## src/rtl/proc_pkg.sv

```systemverilog
// Shared processor definitions: operand-stack command encodings and sequencer state type.
package proc_pkg;

   localparam logic [1:0] STACK_OP_PUSH  = 2'b00;
   localparam logic [1:0] STACK_OP_POP   = 2'b01;
   localparam logic [1:0] STACK_OP_POP2  = 2'b10;
   localparam logic [1:0] STACK_OP_CLEAR = 2'b11;

   typedef enum logic [2:0] {
      ST_IDLE,
      ST_WRITE,
      ST_RD_A,
      ST_RD_B,
      ST_WAIT,
      ST_RESP
   } stack_state_t;

endpackage

```

## src/rtl/stack_ctrl.sv

```systemverilog
// Operand-stack sequencer: executes PUSH/POP/POP2/CLEAR against an external
// single-port synchronous RAM and tracks the stack pointer and sticky error flags.
module stack_ctrl
   import proc_pkg::*;
#(
   parameter int unsigned DATA_W = 16,
   parameter int unsigned DEPTH  = 16,
   localparam int unsigned ADDR_W = $clog2(DEPTH)
) (
   input  logic              clock,
   input  logic              reset,
   input  logic              cmd_valid,
   input  logic [1:0]        cmd_op,
   input  logic [DATA_W-1:0] cmd_data,
   output logic              cmd_ready,
   output logic              rsp_valid,
   output logic              rsp_err,
   output logic [DATA_W-1:0] rsp_tos,
   output logic [DATA_W-1:0] rsp_nos,
   output logic [ADDR_W:0]   count,
   output logic              overflow,
   output logic              underflow,
   output logic [ADDR_W-1:0] mem_addr,
   output logic [DATA_W-1:0] mem_wdata,
   output logic              mem_wren,
   input  logic [DATA_W-1:0] mem_rdata
);

   localparam int unsigned SP_W = ADDR_W + 1;

   stack_state_t      state_q, state_d;
   logic [SP_W-1:0]   sp_q, sp_d;
   logic              pop2_q, pop2_d;
   logic              overflow_q, overflow_d;
   logic              underflow_q, underflow_d;
   logic              cmd_ready_q, cmd_ready_d;
   logic              rsp_valid_q, rsp_valid_d;
   logic              rsp_err_q, rsp_err_d;
   logic [DATA_W-1:0] rsp_tos_q, rsp_tos_d;
   logic [DATA_W-1:0] rsp_nos_q, rsp_nos_d;
   logic [ADDR_W-1:0] mem_addr_q, mem_addr_d;
   logic [DATA_W-1:0] mem_wdata_q, mem_wdata_d;
   logic              mem_wren_q, mem_wren_d;

   logic full_c, empty_c, lt2_c;

   assign full_c  = (sp_q == SP_W'(DEPTH));
   assign empty_c = (sp_q == SP_W'(0));
   assign lt2_c   = (sp_q < SP_W'(2));

   always_ff @(posedge clock or posedge reset) begin
      if (reset) begin
         state_q <= ST_IDLE;
      end else begin
         state_q <= state_d;
      end
   end

   // Rejected commands go straight to RESP so the RAM is never touched.
   always_comb begin
      state_d = state_q;
      unique case (state_q)
         ST_IDLE: begin
            if (cmd_valid) begin
               case (cmd_op)
                  STACK_OP_PUSH: state_d = full_c  ? ST_RESP : ST_WRITE;
                  STACK_OP_POP:  state_d = empty_c ? ST_RESP : ST_RD_A;
                  STACK_OP_POP2: state_d = lt2_c   ? ST_RESP : ST_RD_A;
                  default:       state_d = ST_RESP;
               endcase
            end
         end
         ST_WRITE: state_d = ST_RESP;
         ST_RD_A:  state_d = pop2_q ? ST_RD_B : ST_WAIT;
         ST_RD_B:  state_d = ST_WAIT;
         ST_WAIT:  state_d = ST_RESP;
         ST_RESP:  state_d = ST_IDLE;
         default:  state_d = ST_IDLE;
      endcase
   end

   // Output registers are loaded from the state being entered, so they line up with it.
   always_comb begin
      sp_d        = sp_q;
      pop2_d      = pop2_q;
      overflow_d  = overflow_q;
      underflow_d = underflow_q;
      cmd_ready_d = (state_d == ST_IDLE);
      rsp_valid_d = (state_d == ST_RESP);
      rsp_err_d   = 1'b0;
      rsp_tos_d   = rsp_tos_q;
      rsp_nos_d   = rsp_nos_q;
      mem_addr_d  = mem_addr_q;
      mem_wdata_d = mem_wdata_q;
      mem_wren_d  = (state_d == ST_WRITE);

      case (state_q)
         ST_IDLE: begin
            if (cmd_valid) begin
               pop2_d = (cmd_op == STACK_OP_POP2);
               case (cmd_op)
                  STACK_OP_PUSH: begin
                     if (full_c) begin
                        overflow_d = 1'b1;
                        rsp_err_d  = 1'b1;
                     end else begin
                        mem_addr_d  = ADDR_W'(sp_q);
                        mem_wdata_d = cmd_data;
                     end
                  end
                  STACK_OP_POP: begin
                     if (empty_c) begin
                        underflow_d = 1'b1;
                        rsp_err_d   = 1'b1;
                     end else begin
                        mem_addr_d = ADDR_W'(sp_q - SP_W'(1));
                     end
                  end
                  STACK_OP_POP2: begin
                     if (lt2_c) begin
                        underflow_d = 1'b1;
                        rsp_err_d   = 1'b1;
                     end else begin
                        mem_addr_d = ADDR_W'(sp_q - SP_W'(1));
                     end
                  end
                  default: begin
                     sp_d        = SP_W'(0);
                     overflow_d  = 1'b0;
                     underflow_d = 1'b0;
                  end
               endcase
            end
         end
         ST_WRITE: sp_d = sp_q + SP_W'(1);
         ST_RD_A: begin
            if (pop2_q) begin
               mem_addr_d = ADDR_W'(sp_q - SP_W'(2));
            end
         end
         ST_RD_B: rsp_tos_d = mem_rdata;
         ST_WAIT: begin
            if (pop2_q) begin
               rsp_nos_d = mem_rdata;
               sp_d      = sp_q - SP_W'(2);
            end else begin
               rsp_tos_d = mem_rdata;
               sp_d      = sp_q - SP_W'(1);
            end
         end
         default: ;
      endcase
   end

   always_ff @(posedge clock or posedge reset) begin
      if (reset) begin
         sp_q        <= '0;
         pop2_q      <= 1'b0;
         overflow_q  <= 1'b0;
         underflow_q <= 1'b0;
         cmd_ready_q <= 1'b1;
         rsp_valid_q <= 1'b0;
         rsp_err_q   <= 1'b0;
         rsp_tos_q   <= '0;
         rsp_nos_q   <= '0;
         mem_addr_q  <= '0;
         mem_wdata_q <= '0;
         mem_wren_q  <= 1'b0;
      end else begin
         sp_q        <= sp_d;
         pop2_q      <= pop2_d;
         overflow_q  <= overflow_d;
         underflow_q <= underflow_d;
         cmd_ready_q <= cmd_ready_d;
         rsp_valid_q <= rsp_valid_d;
         rsp_err_q   <= rsp_err_d;
         rsp_tos_q   <= rsp_tos_d;
         rsp_nos_q   <= rsp_nos_d;
         mem_addr_q  <= mem_addr_d;
         mem_wdata_q <= mem_wdata_d;
         mem_wren_q  <= mem_wren_d;
      end
   end

   assign cmd_ready = cmd_ready_q;
   assign rsp_valid = rsp_valid_q;
   assign rsp_err   = rsp_err_q;
   assign rsp_tos   = rsp_tos_q;
   assign rsp_nos   = rsp_nos_q;
   assign count     = sp_q;
   assign overflow  = overflow_q;
   assign underflow = underflow_q;
   assign mem_addr  = mem_addr_q;
   assign mem_wdata = mem_wdata_q;
   assign mem_wren  = mem_wren_q;

endmodule
```

## config.mk

```make
export PLATFORM = sky130hd
export DESIGN_NAME = stack_ctrl
export DESIGN_NICKNAME = d
export VERILOG_FILES = /design/src/rtl/proc_pkg.sv /design/src/rtl/stack_ctrl.sv
export SDC_FILE = /design/constraint.sdc
export NUM_CORES = 1
export LEC_CHECK = 0
export ABC_AREA = 1
export CORE_UTILIZATION = 40
export CTS_CLUSTER_SIZE = 12
export DETAILED_ROUTE_END_ITERATION = 8
export GPL_TIMING_DRIVEN = 0
export PLACE_DENSITY = 0.72
export SLEW_MARGIN = 20
export SYNTH_ARGS = -nofsm -noshare
export SYNTH_HDL_FRONTEND = slang
export SYNTH_SLANG_ARGS = --single-unit
```

## constraint.sdc

```tcl
create_clock -name clock -period 1.79 [get_ports clock]
set_input_delay 0.2685 -clock clock [delete_from_list [all_inputs] [get_ports clock]]
set_output_delay 0.2685 -clock clock [all_outputs]
set_load 0.02 [all_outputs]
```

==> results of run 1 <==
==> cell usage in the layout (no fill, tap or decap), types with 2 or more instances in the layout <==
cell / Yosys / layout
nand2_1: 103 / 103
clkdlybuf4s50_1: 0 / 99
dfrtp_1: 66 / 63
inv_1: 54 / 53
nand2_2: 17 / 17
o21ai_2: 16 / 16
nor2_1: 17 / 16
o21ai_1: 16 / 16
nand3_1: 14 / 14
o21ai_0: 11 / 11
clkbuf_8: 0 / 11
ha_1: 10 / 9
inv_2: 6 / 6
buf_6: 6 / 6
nor2_4: 5 / 5
nand4_1: 5 / 5
a21oi_1: 4 / 4
nand2_4: 3 / 3
buf_2: 4 / 3
xor2_1: 3 / 3
dfrtp_2: 0 / 3
nand3_4: 2 / 2
a21oi_2: 2 / 2
nand3_2: 2 / 2
o211ai_1: 2 / 2
clkbuf_1: 0 / 2
==> cell families after synthesis <==
family / synth area share
buffers and inverters: 0.0917
adders and majority gates: 0.0367
AOI/OAI and AO/OA: 0.125
and+or+nand+nor: 0.247
xor gates and xnor gates: 0.00771
DFF: 0.492
==> registers in the layout, indices dropped and copies added (netlist names) <==
register / flops
mem_addr: 4
mem_wdata: 16
pop2_q: 1
rsp_valid: 1
count: 5
rsp_err: 1
overflow: 1
rsp_tos: 16
state_q: 3
underflow: 1
rsp_nos: 16
mem_wren: 1
cmd_ready: 1
==> where the power goes <==
part,internal (uW),total (uW),switching (uW)
Sequential,2250,2750,505
Combinational,2160,4880,2720
Clock,711,1270,557
==> repair_timing <==
action / in CTS / in global routing
gates resized for setup: 2 / 5
setup endpoints to repair: 2 / 8
hold buffers: 0 / 0
==> stage by stage <==
step	util	power, uW	hold WS (ps)
finish	0.583	8900	280
global route	0.583	9530	310
CTS	0.582	8930	293
detailed placement	0.558	7640	458
global placement	0.552	7520	453
floorplan	-	5660	385
==> worst max-delay path by stage <==
stage / slack, ps / end / depth (start not counted) / start
floorplan: 160 / mem_addr[0] / 11 / count[2]
global placement: -240 / mem_addr[1] / 9 / cmd_op[0]
detailed placement: -280 / mem_addr[2] / 9 / cmd_op[0]
CTS: 2 / count[1] / 1 / count[1]
global route: -20 / mem_addr[2] / 11 / count[2]
finish: 60 / cmd_ready / 1 / cmd_ready
==> metal layers <==
layer  track usage  wire length [um]  part of all wire  vias up
met1         0.235              3510              0.44     1353
met4        0.0808               146             0.018        0
met3        0.0372               417             0.053       14
met2         0.310              3820              0.48       91
li1              -                 -                 -     1420
met5             0                 0                 0        -
==> area by class of cell <==
class	instances	area (um^2)	area share
clock inverter	2	35.0	0.00731
clock buffer	13	159	0.0332
sequential	67	1680	0.351
tap	105	131	0.0274
multi-input combinational	245	1430	0.298
timing repair buffer	101	1040	0.217
inverter	60	229	0.0478
buffer	10	90.1	0.0188
==> out/qor.yml, run 1 <==
detailed_routing:
  drcViolationCount: 0
  firstDrtPassIters: 4
  routed_via_density: 4.77
  route.vias.total: 2878
  ant_nets: 0
  wire_per_inst_um: 13.1
  drt_first_iter_violations: 76
  wirelength_um: 7900
placed_design:
  dp_cells: 588
  placed_area_mm2: 0.00458
  globalplace.congestion: 0.845
  dp_worst_setup_slack_ps: -280
  dp_hpwl_um: 5970
  io_buffers: 99
critical_path:
  cp_max_fo: 1
  worstPathArrival_ps: 1460
  crit_family: "buffers and inverters"
  end_kind: "primary output"
  crit_type: "register to primary output"
  r2r_end: "mem_addr[2]"
  path_buf_inv: 1
  slowest_stage: "clkdlybuf4s50_1"
  r2r_start: "count[2]"
  crit_path_cell_trace: "clkdlybuf4s50_1"
  critPathLaunchType: "register"
  max_stage_delay_ps: 610
  r2r_slack_ps: 150
  cp.required_ps: 1520
  rr_worst_depth: 11
die:
  die_h_um: 94.3
  row_count: 33
  ios: 100
  dieWidth_um: 94.3
  initial_core_util: 0.415
  core_mm2: 0.00822
  dieArea_mm2: 0.00890
cells_and_area:
  n_antenna_cell: 0
  final_area_mm2: 0.00479
  stdcell_count: 603
  area_delta_synth_final_pct: 40.6
  finalNetCount: 541
  drive_gt1_frac: 0.185
  fillers: 730
synthesis:
  synth.top_cell.area_share: 0.484
  ys_top_cells_by_area: "dfrtp_1 48%, nand2_1 11%, inv_1 5.9%, o21ai_2 4.1%, ha_1 3.7%"
  syn_nets: 429
  yosysMostFrequentCell: "nand2_1"
  ys.flop_type: "dfrtp_1"
  synth_cell_types: 36
  ys_seq_elements: 67
  synth_top_area_cell: "dfrtp_1"
  synth_cells: 382
  syn_avg_cell_area_um2: 8.93
  synth_seq_area_share: 0.492
  synth-edff-count: 0
  netlist_area_mm2: 0.00341
  synthTopCellsByCount: "103 x nand2_1, 66 x dfrtp_1, 54 x inv_1, 17 x nand2_2, 17 x nor2_1"
  async_reset_ff_frac: 1.00
  synth_warnings: 0
grt:
  grt_overflow: 0
  grt_usage: 0.186
  grt_pass1_vias: 2781
  antenna_found_initial: 0
  grt_pass1_wl_um: 12700
  grt_start_max_net_pins: 32
outcome:
  outcome: "complete, no violations"
cts:
  postCtsSetupBuffers: 0
  clk_pin_slew_ps: 80
  cts_tree: "built"
  h-tree-depth: 3
  clkLatencyLatePin_ps: 350
  root_buffer: "clkbuf_8"
  cts_sinks: 67
  clock_path_buffers: 2
  cts_buffers: 9
timing:
  setup_viol: 0
  fmax_ghz: 0.578
  skew_ps: 13.5
  tightest_slew_ps: 441
  relSlewSlack: 0.706
  finalCriticalPeriod_ps: 1730
  fin_tns_setup_ps: 0
  hold_viol: 0
  finalCritPeriodShare: 0.966
  slew_viol_final: 0
  setup_ws_ps: 60.8
power_and_ir_drop:
  power_density_mw_per_mm2: 1860
  leakage_uw: 0.00232
  ir_drop_v: 0.000588
run:
  cap_violations: 0
hold_path:
  hp-class: "input pin to async pin"
Note: power is estimated with default switching activity, not from simulation.
==> inputs of run 2 (changes only) <==
Settings changed: PLACE_DENSITY 0.72 to 0.69.
Clock period 1.79 ns to 1.6 ns, I/O delays scaled along.
==> out/qor.yml, run 2 (synthesis gave the netlist of run 1 again) <==
critical_path:
  crit_path_cell_trace: "clkdlybuf4s50_1"
  crit_family: "buffers and inverters"
  slowest_stage: "clkdlybuf4s50_1"
  end_kind: "primary output"
  max_stage_delay_ps: 630  # +20 ps
  worstPathArrival_ps: 1310  # -150 ps
  path_buf_inv: 1  # unchanged
  cp_max_fo: 2  # +1
  critPathLaunchType: "register"
  cp.required_ps: 1360  # -160 ps
  crit_type: "register to primary output"
  r2r_slack_ps: 110  # -40 ps
power_and_ir_drop:
  combPwrFrac: 0.556  # +0.008
  internal_power_uw: 5830  # +14%
  seqPwrFrac: 0.302  # -0.007
  p_clk_frac: 0.142  # about the same
  ir_drop_v: 0.000770  # +31%
  power_density_mw_per_mm2: 2050  # +10%
  leakage_uw: 0.00258  # +11%
  switching_share: 0.427  # +0.00157
  power_switching_uw: 4330  # +15%
timing:
  setup_viol: 0  # unchanged
  fin_hold_ws_ps: 282  # +2.20 ps
  relSlewSlack: 0.675  # -0.0307
  setup_ws_ps: 48.5  # -12.3 ps
  tightest_slew_ps: 487  # +45.9 ps
  skew_ps: 10.5  # -3.02 ps
  finalCriticalPeriod_ps: 1550
  hold_viol: 0  # unchanged
  rsz0062_at_grt: "false"
  slew_viol_final: 0  # unchanged
  fmax_ghz: 0.645
  finalCritPeriodShare: 0.970
die:
  ios: 100  # unchanged
  die_h_um: 94.3  # unchanged
  initial_core_util: 0.415  # unchanged
  core_mm2: 0.00822  # unchanged
  row_count: 33  # unchanged
  dieWidth_um: 94.3  # unchanged
  dieArea_mm2: 0.00890  # unchanged
cells_and_area:
  multi_input_comb_area_mm2: 0.00149  # +3.9%
  n_antenna_cell: 0  # unchanged
  finalNetCount: 547  # +1.1%
  utilization: 0.603  # +0.0199
  seq_area_mm2: 0.00168  # about the same
  final_common_cell: "nand2_1"
  drive_gt1_frac: 0.214  # +0.0291
  final_area_mm2: 0.00496  # +3.4%
  area_delta_synth_final_pct: 45.4
  fillers: 713  # -2.3%
  stdcell_count: 610  # +1.2%
  final_cell_mix: "103 x nand2_1, 76 x clkdlybuf4s50_1, 62 x dfrtp_1"
detailed_routing:
  wire_per_inst_um: 13.2  # +0.98%
  route.vias.total: 2889  # +0.38%
  ant_nets: 0  # unchanged
  wirelength_um: 8070  # +2.2%
  firstDrtPassIters: 5  # +1
  drt_first_iter_violations: 102  # +34%
  drcViolationCount: 0  # unchanged
  routed_via_density: 4.74  # -0.77%
placed_design:
  dp_cells: 588  # unchanged
  placed_area_mm2: 0.00459  # +0.11%
  dp_worst_setup_slack_ps: -425  # -146 ps
  dp_hpwl_um: 5960  # -0.19%
  globalplace.congestion: 0.832  # -1.6%
  io_buffers: 99  # unchanged
cts:
  cts_buffers: 9  # unchanged
  h-tree-depth: 3  # unchanged
  clkLatencyLatePin_ps: 330  # -20 ps
  clock_path_buffers: 2  # unchanged
  holdBufCountCts: 0  # unchanged
  cts_tree: "built"
  cts_sinks: 67  # unchanged
  root_buffer: "clkbuf_8"
  clk_pin_slew_ps: 80  # about the same
grt:
  grt_usage: 0.187  # +0.000507
  grt_pass1_vias: 2775  # -0.22%
  grt_start_max_net_pins: 27  # -16%
  grt_overflow: 0  # unchanged
  grt_pass1_wl_um: 12900  # +1.2%
  antenna_found_initial: 0  # unchanged
run:
  cap_violations: 0  # unchanged
outcome:
  outcome: "complete, no violations"
hold_path:
  hp-class: "input pin to async pin"
## run 2: worst paths after layout
| kind | end | startpoint | cells after the start |
|---|---|---|---|
| max | mem_wdata[14] | mem_wdata[14] | 1 |
| min | count[2] | reset | 2 |
| max reg2reg | mem_wren | state_q[2] | 7 |
| min reg2reg | rsp_nos[7] | rsp_nos[7] | 2 |
| max in group asynchronous | cmd_ready | reset | 4 |
| min in group clock | pop2_q | cmd_op[1] | 4 |
## run 2: metal layers
| metal | up-vias | GRT usage | share of wire |
|---|---|---|---|
| met5 | - | 0 | 0 |
| met4 | 0 | 0.0718 | 0.012 |
| met3 | 8 | 0.0445 | 0.057 |
| met2 | 86 | 0.304 | 0.49 |
| met1 | 1362 | 0.240 | 0.45 |
| li1 | 1433 | - | - |
## run 2: final cells by class
class                      instances  share of cell area
sequential                        67               0.339
tap                              105              0.0265
clock inverter                     4             0.00984
buffer                            10              0.0189
clock buffer                      12              0.0313
timing repair buffer             107               0.228
multi-input combinational        245               0.300
inverter                          60              0.0462
## run 2: per-stage QoR
stage	power, uW	TNS (ps)
after global routing	10900	0
after detailed placement	8570	-3870
final	10200	0
after global placement	8440	-19470
after CTS	10000	0
after floorplan	6350	0
## run 2: power groups by stage
stage	clock network (uW)	logic, uW	registers [uW]
6_report	1440	5650	3070
5_1_grt	1560	6130	3170
4_1_cts	1480	5490	3080
3_5_place_dp	0	5470	3100
3_3_place_gp	0	5350	3080
2_1_floorplan	0	2390	3960
## run 2: timing repair
| action | 4_1_cts | 5_1_grt |
|---|---|---|
| setup buffers | 1 | 5 |
| resized for setup | 13 | 27 |
| pin swaps | 1 | 2 |
| cloned | 0 | 0 |
| setup endpoints to repair | 11 | 31 |
